**config.mk**
```make
export PLATFORM = sky130hd
export DESIGN_NAME = tmds_encoder
export DESIGN_NICKNAME = d
export VERILOG_FILES = /design/src/rtl/tmds_encoder.sv
export SDC_FILE = /design/constraint.sdc
export NUM_CORES = 1
export LEC_CHECK = 0
export ABC_AREA = 1
export CAP_MARGIN = 20
export CORE_MARGIN = 2
export CORE_UTILIZATION = 30
export DETAILED_ROUTE_END_ITERATION = 10
export PLACE_DENSITY_LB_ADDON = 0.08
export REMOVE_ABC_BUFFERS = 1
export SYNTH_ARGS = -nofsm -noshare
export SYNTH_HDL_FRONTEND = slang
export SYNTH_SLANG_ARGS = --single-unit
```
**constraint.sdc**
```tcl
create_clock -name pixel_clk -period 3.2 [get_ports pixel_clk]
set_input_delay 0.32 -clock pixel_clk [delete_from_list [all_inputs] [get_ports pixel_clk]]
set_output_delay 0.32 -clock pixel_clk [all_outputs]
set_load 0.05 [all_outputs]
```
**src/rtl/tmds_encoder.sv**
```systemverilog
// -----------------------------------------------------------------------------
// tmds_encoder
//
// Single-channel DVI 1.0 TMDS 8b/10b encoder. One symbol is produced per
// pixel clock. Stage 1 does transition minimisation (q_m plus its popcount).
// Stage 2 does DC balancing against the running disparity, or emits a control
// token while de is low.
//
// Parameters:
//   LATENCY    1 or 2. This is the number of pixel clocks from input to
//              tmds_out. With 2, the stage-1 result is registered. With 1,
//              stage 1 feeds stage 2 combinationally.
//
// Ports:
//   pixel_clk  in   1   pixel clock; everything is on the rising edge
//   rst_n      in   1   asynchronous active-low reset
//   de         in   1   1 = encode d, 0 = emit control token selected by c
//   d          in   8   pixel data byte
//   c          in   2   control bits {c1,c0}
//   tmds_out   out  10  encoded symbol, bit 0 transmitted first (registered)
//   disparity  out  5   signed running disparity after tmds_out (registered)
//
// Handshake: none. One input is accepted every clock. There is no stall and
// no backpressure, and de/d/c advance through the pipeline together.
// -----------------------------------------------------------------------------
module tmds_encoder #(
    parameter int LATENCY = 2
) (
    input  logic       pixel_clk,
    input  logic       rst_n,
    input  logic       de,
    input  logic [7:0] d,
    input  logic [1:0] c,
    output logic [9:0] tmds_out,
    output logic [4:0] disparity
);

    localparam logic [9:0] CTRL_00 = 10'b1101010100;
    localparam logic [9:0] CTRL_01 = 10'b0010101011;
    localparam logic [9:0] CTRL_10 = 10'b0101010100;
    localparam logic [9:0] CTRL_11 = 10'b1010101011;

    function automatic logic [3:0] popcount8(input logic [7:0] v);
        logic [3:0] sum;
        sum = 4'd0;
        for (int i = 0; i < 8; i++) begin
            sum = sum + {3'b000, v[i]};
        end
        return sum;
    endfunction

    // ---------------- stage 1: transition minimisation ----------------
    logic [3:0] n1d;
    logic       use_xnor;
    logic [8:0] q_m;
    logic [3:0] n1q;

    always_comb begin
        n1d      = popcount8(d);
        use_xnor = (n1d > 4'd4) || ((n1d == 4'd4) && !d[0]);
        q_m      = 9'd0;
        q_m[0]   = d[0];
        for (int i = 1; i < 8; i++) begin
            q_m[i] = use_xnor ? ~(q_m[i-1] ^ d[i]) : (q_m[i-1] ^ d[i]);
        end
        q_m[8]   = ~use_xnor;
        n1q      = popcount8(q_m[7:0]);
    end

    // Stage-2 operands. They are either registered or passed straight through.
    // In both cases de and c travel alongside their own q_m.
    logic       s2_de;
    logic [1:0] s2_c;
    logic [8:0] s2_qm;
    logic [3:0] s2_n1q;

    generate
        if (LATENCY == 1) begin : g_comb
            assign s2_de  = de;
            assign s2_c   = c;
            assign s2_qm  = q_m;
            assign s2_n1q = n1q;
        end else begin : g_reg
            always_ff @(posedge pixel_clk or negedge rst_n) begin
                if (!rst_n) begin
                    s2_de  <= 1'b0;
                    s2_c   <= 2'b00;
                    s2_qm  <= 9'd0;
                    s2_n1q <= 4'd0;
                end else begin
                    s2_de  <= de;
                    s2_c   <= c;
                    s2_qm  <= q_m;
                    s2_n1q <= n1q;
                end
            end
        end
    endgenerate

    // ---------------- stage 2: DC balance / control tokens ----------------
    // All cnt arithmetic is 5-bit two's complement. The value is bounded to
    // -10..+10, so wrap never occurs.
    logic [4:0] diff;       // n1q - n0q = 2*n1q - 8
    logic [4:0] two_qm8;    // 2*q_m[8]
    logic [4:0] two_nqm8;   // 2*~q_m[8]
    logic       cnt_pos;
    logic       cnt_neg;
    logic [9:0] sym_next;
    logic [4:0] cnt_next;

    always_comb begin
        diff     = {s2_n1q, 1'b0} - 5'd8;
        two_qm8  = {3'b000, s2_qm[8], 1'b0};
        two_nqm8 = {3'b000, ~s2_qm[8], 1'b0};
        cnt_pos  = !disparity[4] && (disparity != 5'd0);
        cnt_neg  = disparity[4];
        sym_next = CTRL_00;
        cnt_next = 5'd0;
        if (s2_de) begin
            if ((disparity == 5'd0) || (s2_n1q == 4'd4)) begin
                sym_next = {~s2_qm[8], s2_qm[8], s2_qm[8] ? s2_qm[7:0] : ~s2_qm[7:0]};
                cnt_next = s2_qm[8] ? (disparity + diff) : (disparity - diff);
            end else if ((cnt_pos && (s2_n1q > 4'd4)) || (cnt_neg && (s2_n1q < 4'd4))) begin
                sym_next = {1'b1, s2_qm[8], ~s2_qm[7:0]};
                cnt_next = disparity + two_qm8 - diff;
            end else begin
                sym_next = {1'b0, s2_qm[8], s2_qm[7:0]};
                cnt_next = disparity + diff - two_nqm8;
            end
        end else begin
            // Blanking restarts DC balance from zero on this very symbol.
            cnt_next = 5'd0;
            case (s2_c)
                2'b00:   sym_next = CTRL_00;
                2'b01:   sym_next = CTRL_01;
                2'b10:   sym_next = CTRL_10;
                default: sym_next = CTRL_11;
            endcase
        end
    end

    always_ff @(posedge pixel_clk or negedge rst_n) begin
        if (!rst_n) begin
            tmds_out  <= CTRL_00;
            disparity <= 5'd0;
        end else begin
            tmds_out  <= sym_next;
            disparity <= cnt_next;
        end
    end

endmodule

```
### Yosys cells after proc, flatten, opt, wreduce, memory -nomap -nowiden

Index checks and enable logic that the tools add are counted.

* word-level logic and storage cells: 78
* output and inout port bits: 15
* register bits: 31

* equal/unequal tests: 4
* $add $sub $neg: 20
* muxes and demuxes: 16
* reductions and logical operators: 12
* $lt $le $gt $ge: 3
* bitwise logic cells: 17

Operators with widths (count)
* 4-bit by 1-bit adder with 4-bit output: 8
* 10-bit two-way mux: 3
* 10-bit one-hot mux with 3 select lines: 1
* 5-bit two-way mux: 4
* 5-bit subtractor: 2
* 1-bit NOT: 9
* 3-bit by 1-bit adder with 4-bit output: 2
* 4-bit by 3-bit equality test with 1-bit output, second input constant: 2
* 4-bit by 3-bit greater-than comparator with 1-bit output, second input constant: 2
* 8-bit two-way mux: 1
* 8-bit NOT: 1
* 1-bit two-way mux: 7
* 1-bit XOR: 7
* 2-bit by 1-bit adder with 3-bit output: 2
* 5-bit by 2-bit adder with 5-bit output: 1
* 5-bit adder: 1
* 5-bit zero test: 1
* 5-bit nonzero test: 1
* 5-bit by 2-bit subtractor with 5-bit output: 1
* 5-bit by 4-bit subtractor with 5-bit output, second input constant: 1
* 1-bit by 1-bit adder with 2-bit output: 2
* 1-bit logical AND: 4
* 4-bit by 3-bit less-than comparator with 1-bit output, second input constant: 1
* 1-bit logical OR: 3
* other kinds (4): 5

### Longest topological paths before layout

* word-level depth: 30
* gate-level depth with buffers: 26
* gate-level depth less buffers: 26

### Worst setup path after synthesis

No wires, ideal clock.

* path type: input -> register
* start: input port d[0]
* end: register s2_n1q[2]
* data arrival time: 5.239 ns
* stages: 21
* data required time: 3.077 ns
* library setup time: 0.123 ns
* path slack: -2.162 ns
* cells stage by stage: inv_1 -> fa_1 -> fa_1 -> fa_1 -> inv_1 -> ha_1 -> fa_1 -> nor2_1 -> nand2_1 -> nand2_1 -> nand2_2 -> xor2_1 -> inv_1 -> fa_1 -> fa_1 -> inv_1 -> fa_1 -> ha_1 -> inv_1 -> fa_1 -> xnor2_1

* longest elaborated chain between the ends: 30
* elaborated cells on any way between the ends: 40
* classes of those cells: add/sub (14); order compare (1); eq/ne (1); mux (7); bitwise (14); reduce/logical (3)

RTL lines
* start, declared: RTL line 32 `input logic [7:0] d,`
* branches (longest 10 deep; another with 3-bit by 1-bit adder with 4-bit output)
* 1-bit two-way mux (*): RTL line 64 `q_m[i] = use_xnor ? ~(q_m[i-1] ^ d[i]) : (q_m[i-1] ^ d[i]);`
* net q_m[1]: RTL line 55 `logic [8:0] q_m;`
* branches (longest 18 deep; another with 3-bit by 1-bit adder with 4-bit output)
* 4-bit by 1-bit adder with 4-bit output (*): RTL line 47 `sum = sum + {3'b000, v[i]};`
* net n1q[2]: RTL line 56 `logic [3:0] n1q;`
* end signal, assigned: RTL line 94 `s2_n1q <= n1q;`
* end, declared: RTL line 75 `logic [3:0] s2_n1q;`

Mark *: on every way through the listed nets, which the timed path passes.

### Worst setup path after layout

* start: input port d[1]
* end: register s2_n1q[1]

* longest elaborated chain between the ends: 30
* elaborated cells on any way between the ends: 39
* classes of those cells: add/sub (14); order compare (1); eq/ne (1); mux (7); bitwise (14); reduce/logical (2)

RTL lines (RTL line)
* branches (longest 16 deep; another with 3-bit by 1-bit adder with 4-bit output)
* 1-bit two-way mux (*): 64
* net q_m[3]: 55
* branches (longest 12 deep; another with 3-bit by 1-bit adder with 4-bit output)
* 4-bit by 1-bit adder with 4-bit output (*): 47
* net n1q[1]: 56

Marked as above.

==> results.txt <==
The power share of the sequential group is 0.191. The clock skew after layout came out at 5.55 ps. The transition time of the tightest slew-check pin is 617 ps. The standard cell core area is 7250 um2.

After global routing the overflow that remains totals 0. The post-detailed-route count of antenna-violating nets is 0. The proportion of power drawn by the clock network came out at 0.090. The number of DRC violations after detailed-routing iteration 0 came out at 101.

The ratio of final minimum period to clock period is 1.63. For the worst setup path, the data required time is 3380 ps. TritonCTS built the clock tree. The number of buffers created by CTS came out at 5. The class of the most critical setup path is primary input to flip-flop. The setup slack of the worst register-to-register path came out at 890 ps. The initialized floorplan defines 31 standard-cell rows. The peak clock frequency supported by timing is 192 MHz. Counting every instance in the synthesized netlist gives 277. The total cell area at the placement stage is 2800 um2.

The tree is rooted in a clkbuf_8. Setup violations remaining at the end of the flow were counted as 7. Of the cells placed in the final design, the portion with a size suffix greater than 1 is 0.240. Pin placement for this block handled 28 I/O pins. The tool flagged a number of max-cap violations equal to 0.

The final reports fail on setup timing. In this run the worst path has a maximum fanout of 3. The worst-case setup margin in the final layout is -2000 ps.

The detailed-route DRC error count came out at 0. The number of standard cells in the layout, taps in and fillers out came out at 440. Of the total power, the share spent switching nets is 0.493.

In this design, the critical path's most frequently occurring cell is fa_1. The pre-antenna-repair detailed-routing pass consisted of 4 iterations. The number of enable flip-flop cells after synthesis came out at 0. The unique cell type count in the Yosys netlist came out at 26. The clock transition at the registers of the reported paths is 60 ps.

The floorplan step defined a die boundary enclosing 8190 um2. The number of placed cells counting well taps is 424. The global-route wire length before repair is 8390 um. For this run, asynchronously set or reset flops after synthesis account for 1.00. Routability-driven placement finished with a final weighted congestion of 0.784. Among all stages on the critical path, the largest delay is contributed by fa_1. The proportion of synthesized chip area in sequential cells is 0.337.

The flow ran to the end, but the final reports show violations. The final layout net count came out at 389. The post-route standard cell area excluding fillers came out at 3140 um2. The H-tree depth is 2. The die width came out at 90.5 um.

The reported leakage power came out at 1.62 nW. The total of flip-flops plus latches after synthesis came out at 30. The mean number of vias per cell came out at 4.19. For this run, the number of Yosys warnings is 0. The number of buffers on the longest clock path came out at 2.

Power spread over the standard cell area amounts to 1110 nW/um2. The die is 90.5 um tall. The clock sink count came out at 30. Traced cell by cell, the critical path runs through buf_8 -> inv_4 -> fa_1 -> fa_1 -> fa_1 -> inv_2 -> ha_4 -> fa_1 -> nor2_1 -> nand2_1 -> nand2_2 -> nand2_4 -> xor2_2 -> inv_1 -> fa_1 -> fa_1 -> inv_1 -> fa_1 -> ha_4 -> inv_2 -> fa_2 -> inv_1. Relative to the synthesized area, the layout overhead comes to 39.7%. Summing every instance area after synthesis gives 2250 um2.

The antenna diode count came out at 0. For this run, the leading register cell type out of synthesis is dfrtp_1. The maximum number of pins on one net before global-route repair is 31. The worst min-delay path class is primary input to flip-flop.

STA classifies the critical path endpoint as a flip-flop. The starting utilization of the core area came out at 0.310. The final-report hold violation count is 0. The combinational fraction of design power is 0.720. The number of antenna violations at the first check in global routing is 0.

The final routed wirelength across all metal layers came out at 4920 um. The via count of the first global-routing pass was 1822. The largest single stage delay on the critical path is 550 ps. STA classifies the critical path startpoint as a primary input.

The count of buffers from port buffering is 26. The number of hold buffers added after CTS came out at 0. The average wire length per cell after detail routing came out at 11.2 um.

The switching power is 1.71 mW. Across the VDD grid, the largest voltage drop is 0.378 mV. The final period demand of the worst path came out at 5200 ps. The estimated wirelength of the detail-placed design is 3960 um.

The global routing usage summed across all routing layers came out at 0.128. Setup repair after global routing could not meet its margin everywhere. The average size of a mapped cell came out at 8.11 um2. The final route contains 1845 vias.

The final max-slew violation count came out at 0. The internal cell power is 1.76 mW. The headroom to the max-slew limit is 0.585. For the worst setup path, the data arrival time is 5380 ps.

The insertion delay of the later-clocked pin in the worst-skew pair is 280 ps.
## cell usage after synthesis (3+ instances only)
library cell	n	share of area
nand2_1	80	0.13
fa_1	13	0.12
o21ai_1	8	0.018
dfstp_2	5	0.058
inv_1	50	0.084
a21oi_1	5	0.011
nor2_1	16	0.027
ha_1	23	0.13
dfrtp_1	25	0.28
nand3_1	23	0.051
xor2_1	3	0.012
xnor2_1	4	0.016
o21ai_0	7	0.016
## cell families (layout without fill, tap and decap cells)
logic type      after synthesis  count (layout)  share of synthesized area
other cells                   1               1                    0.00167
compound gates               26              26                     0.0724
buf+inv                      55             119                     0.0975
flops                        30              30                      0.337
xor+xnor                      7               7                     0.0273
simple gates                122             122                      0.220
fa+ha+maj                    36              36                      0.244
## flip-flops by register name, indices dropped and copies added (netlist names)
name,count
s2_c,2
s2_de,1
s2_qm,9
disparity,4
tmds_out,10
s2_n1q,4
## timing repair
item	4_1_cts	5_1_grt
endpoints found under the setup margin	10	10
gates resized for setup	55	9
pin swaps	21	4
gates cloned	0	0
buffers inserted	9	1
## layout by cell type (no fill, tap or decap), types with 5 or more instances in the layout
master and count:
nand2_1 72, o21ai_1 8, inv_1 43, buf_6 8
nand2_2 5, nand3_1 16, dfrtp_1 25, buf_4 27
fa_1 12, dfstp_2 5, a21oi_1 5, ha_1 21
clkbuf_8 6, inv_2 6, nor2_1 16, clkdlybuf4s50_1 21
o21ai_0 7
## stage by stage
stage / worst slack, ps / TNS, ps / utilization / hold WS, ps / power, mW
6_report: -2000 / -8350 / 0.432 / 261 / 3.47
5_1_grt: -2230 / -9930 / 0.432 / 258 / 3.85
4_1_cts: -2040 / -8490 / 0.427 / 252 / 3.46
3_5_place_dp: -2810 / -15440 / 0.386 / 489 / 2.95
3_3_place_gp: -2750 / -15180 / 0.386 / 490 / 2.91
2_1_floorplan: -2160 / -8360 / - / 24.4 / 2.30
## power by group through the flow
stage / registers (mW) / logic, mW / clock network [mW]
after detailed placement: 0.674 / 2.27 / 0
final: 0.662 / 2.50 / 0.311
after global placement: 0.673 / 2.24 / 0
after global routing: 0.688 / 2.82 / 0.336
after CTS: 0.668 / 2.47 / 0.323
after floorplan: 0.924 / 1.38 / 0
## final timing paths
kind                                from            to  cells past startpoint
max in group asynchronous          rst_n   tmds_out[6]                      2
min in group asynchronous          rst_n   tmds_out[5]                      2
worst min-delay path                d[0]      s2_qm[0]                      2
worst max register to register  s2_qm[8]  disparity[4]                     10
worst min register to register  s2_qm[6]   tmds_out[6]                      3
worst max-delay path                d[1]     s2_n1q[1]                     22
## critical path: cells and delay by family
kind / cells / cell delay [ps]
xor+xnor: 1 / 160
fa+ha+maj: 10 / 4290
buf+inv: 7 / 350
simple gates: 4 / 280
## area by class of cell
class	count	area, um2
Sequential cell	30	757
Timing Repair Buffer	60	544
Clock buffer	7	86.3
Multi-Input combinational cell	192	1420
Fill cell	743	4120
Tap cell	99	124
Inverter	51	196
Clock inverter	1	5.00
## layer usage
metal  routed length (um)  track usage
met5                    0            0
met4                   58       0.0308
met1                 2410        0.177
met2                 2270        0.203
met3                  185       0.0292
(Power assumes the default switching activity.)
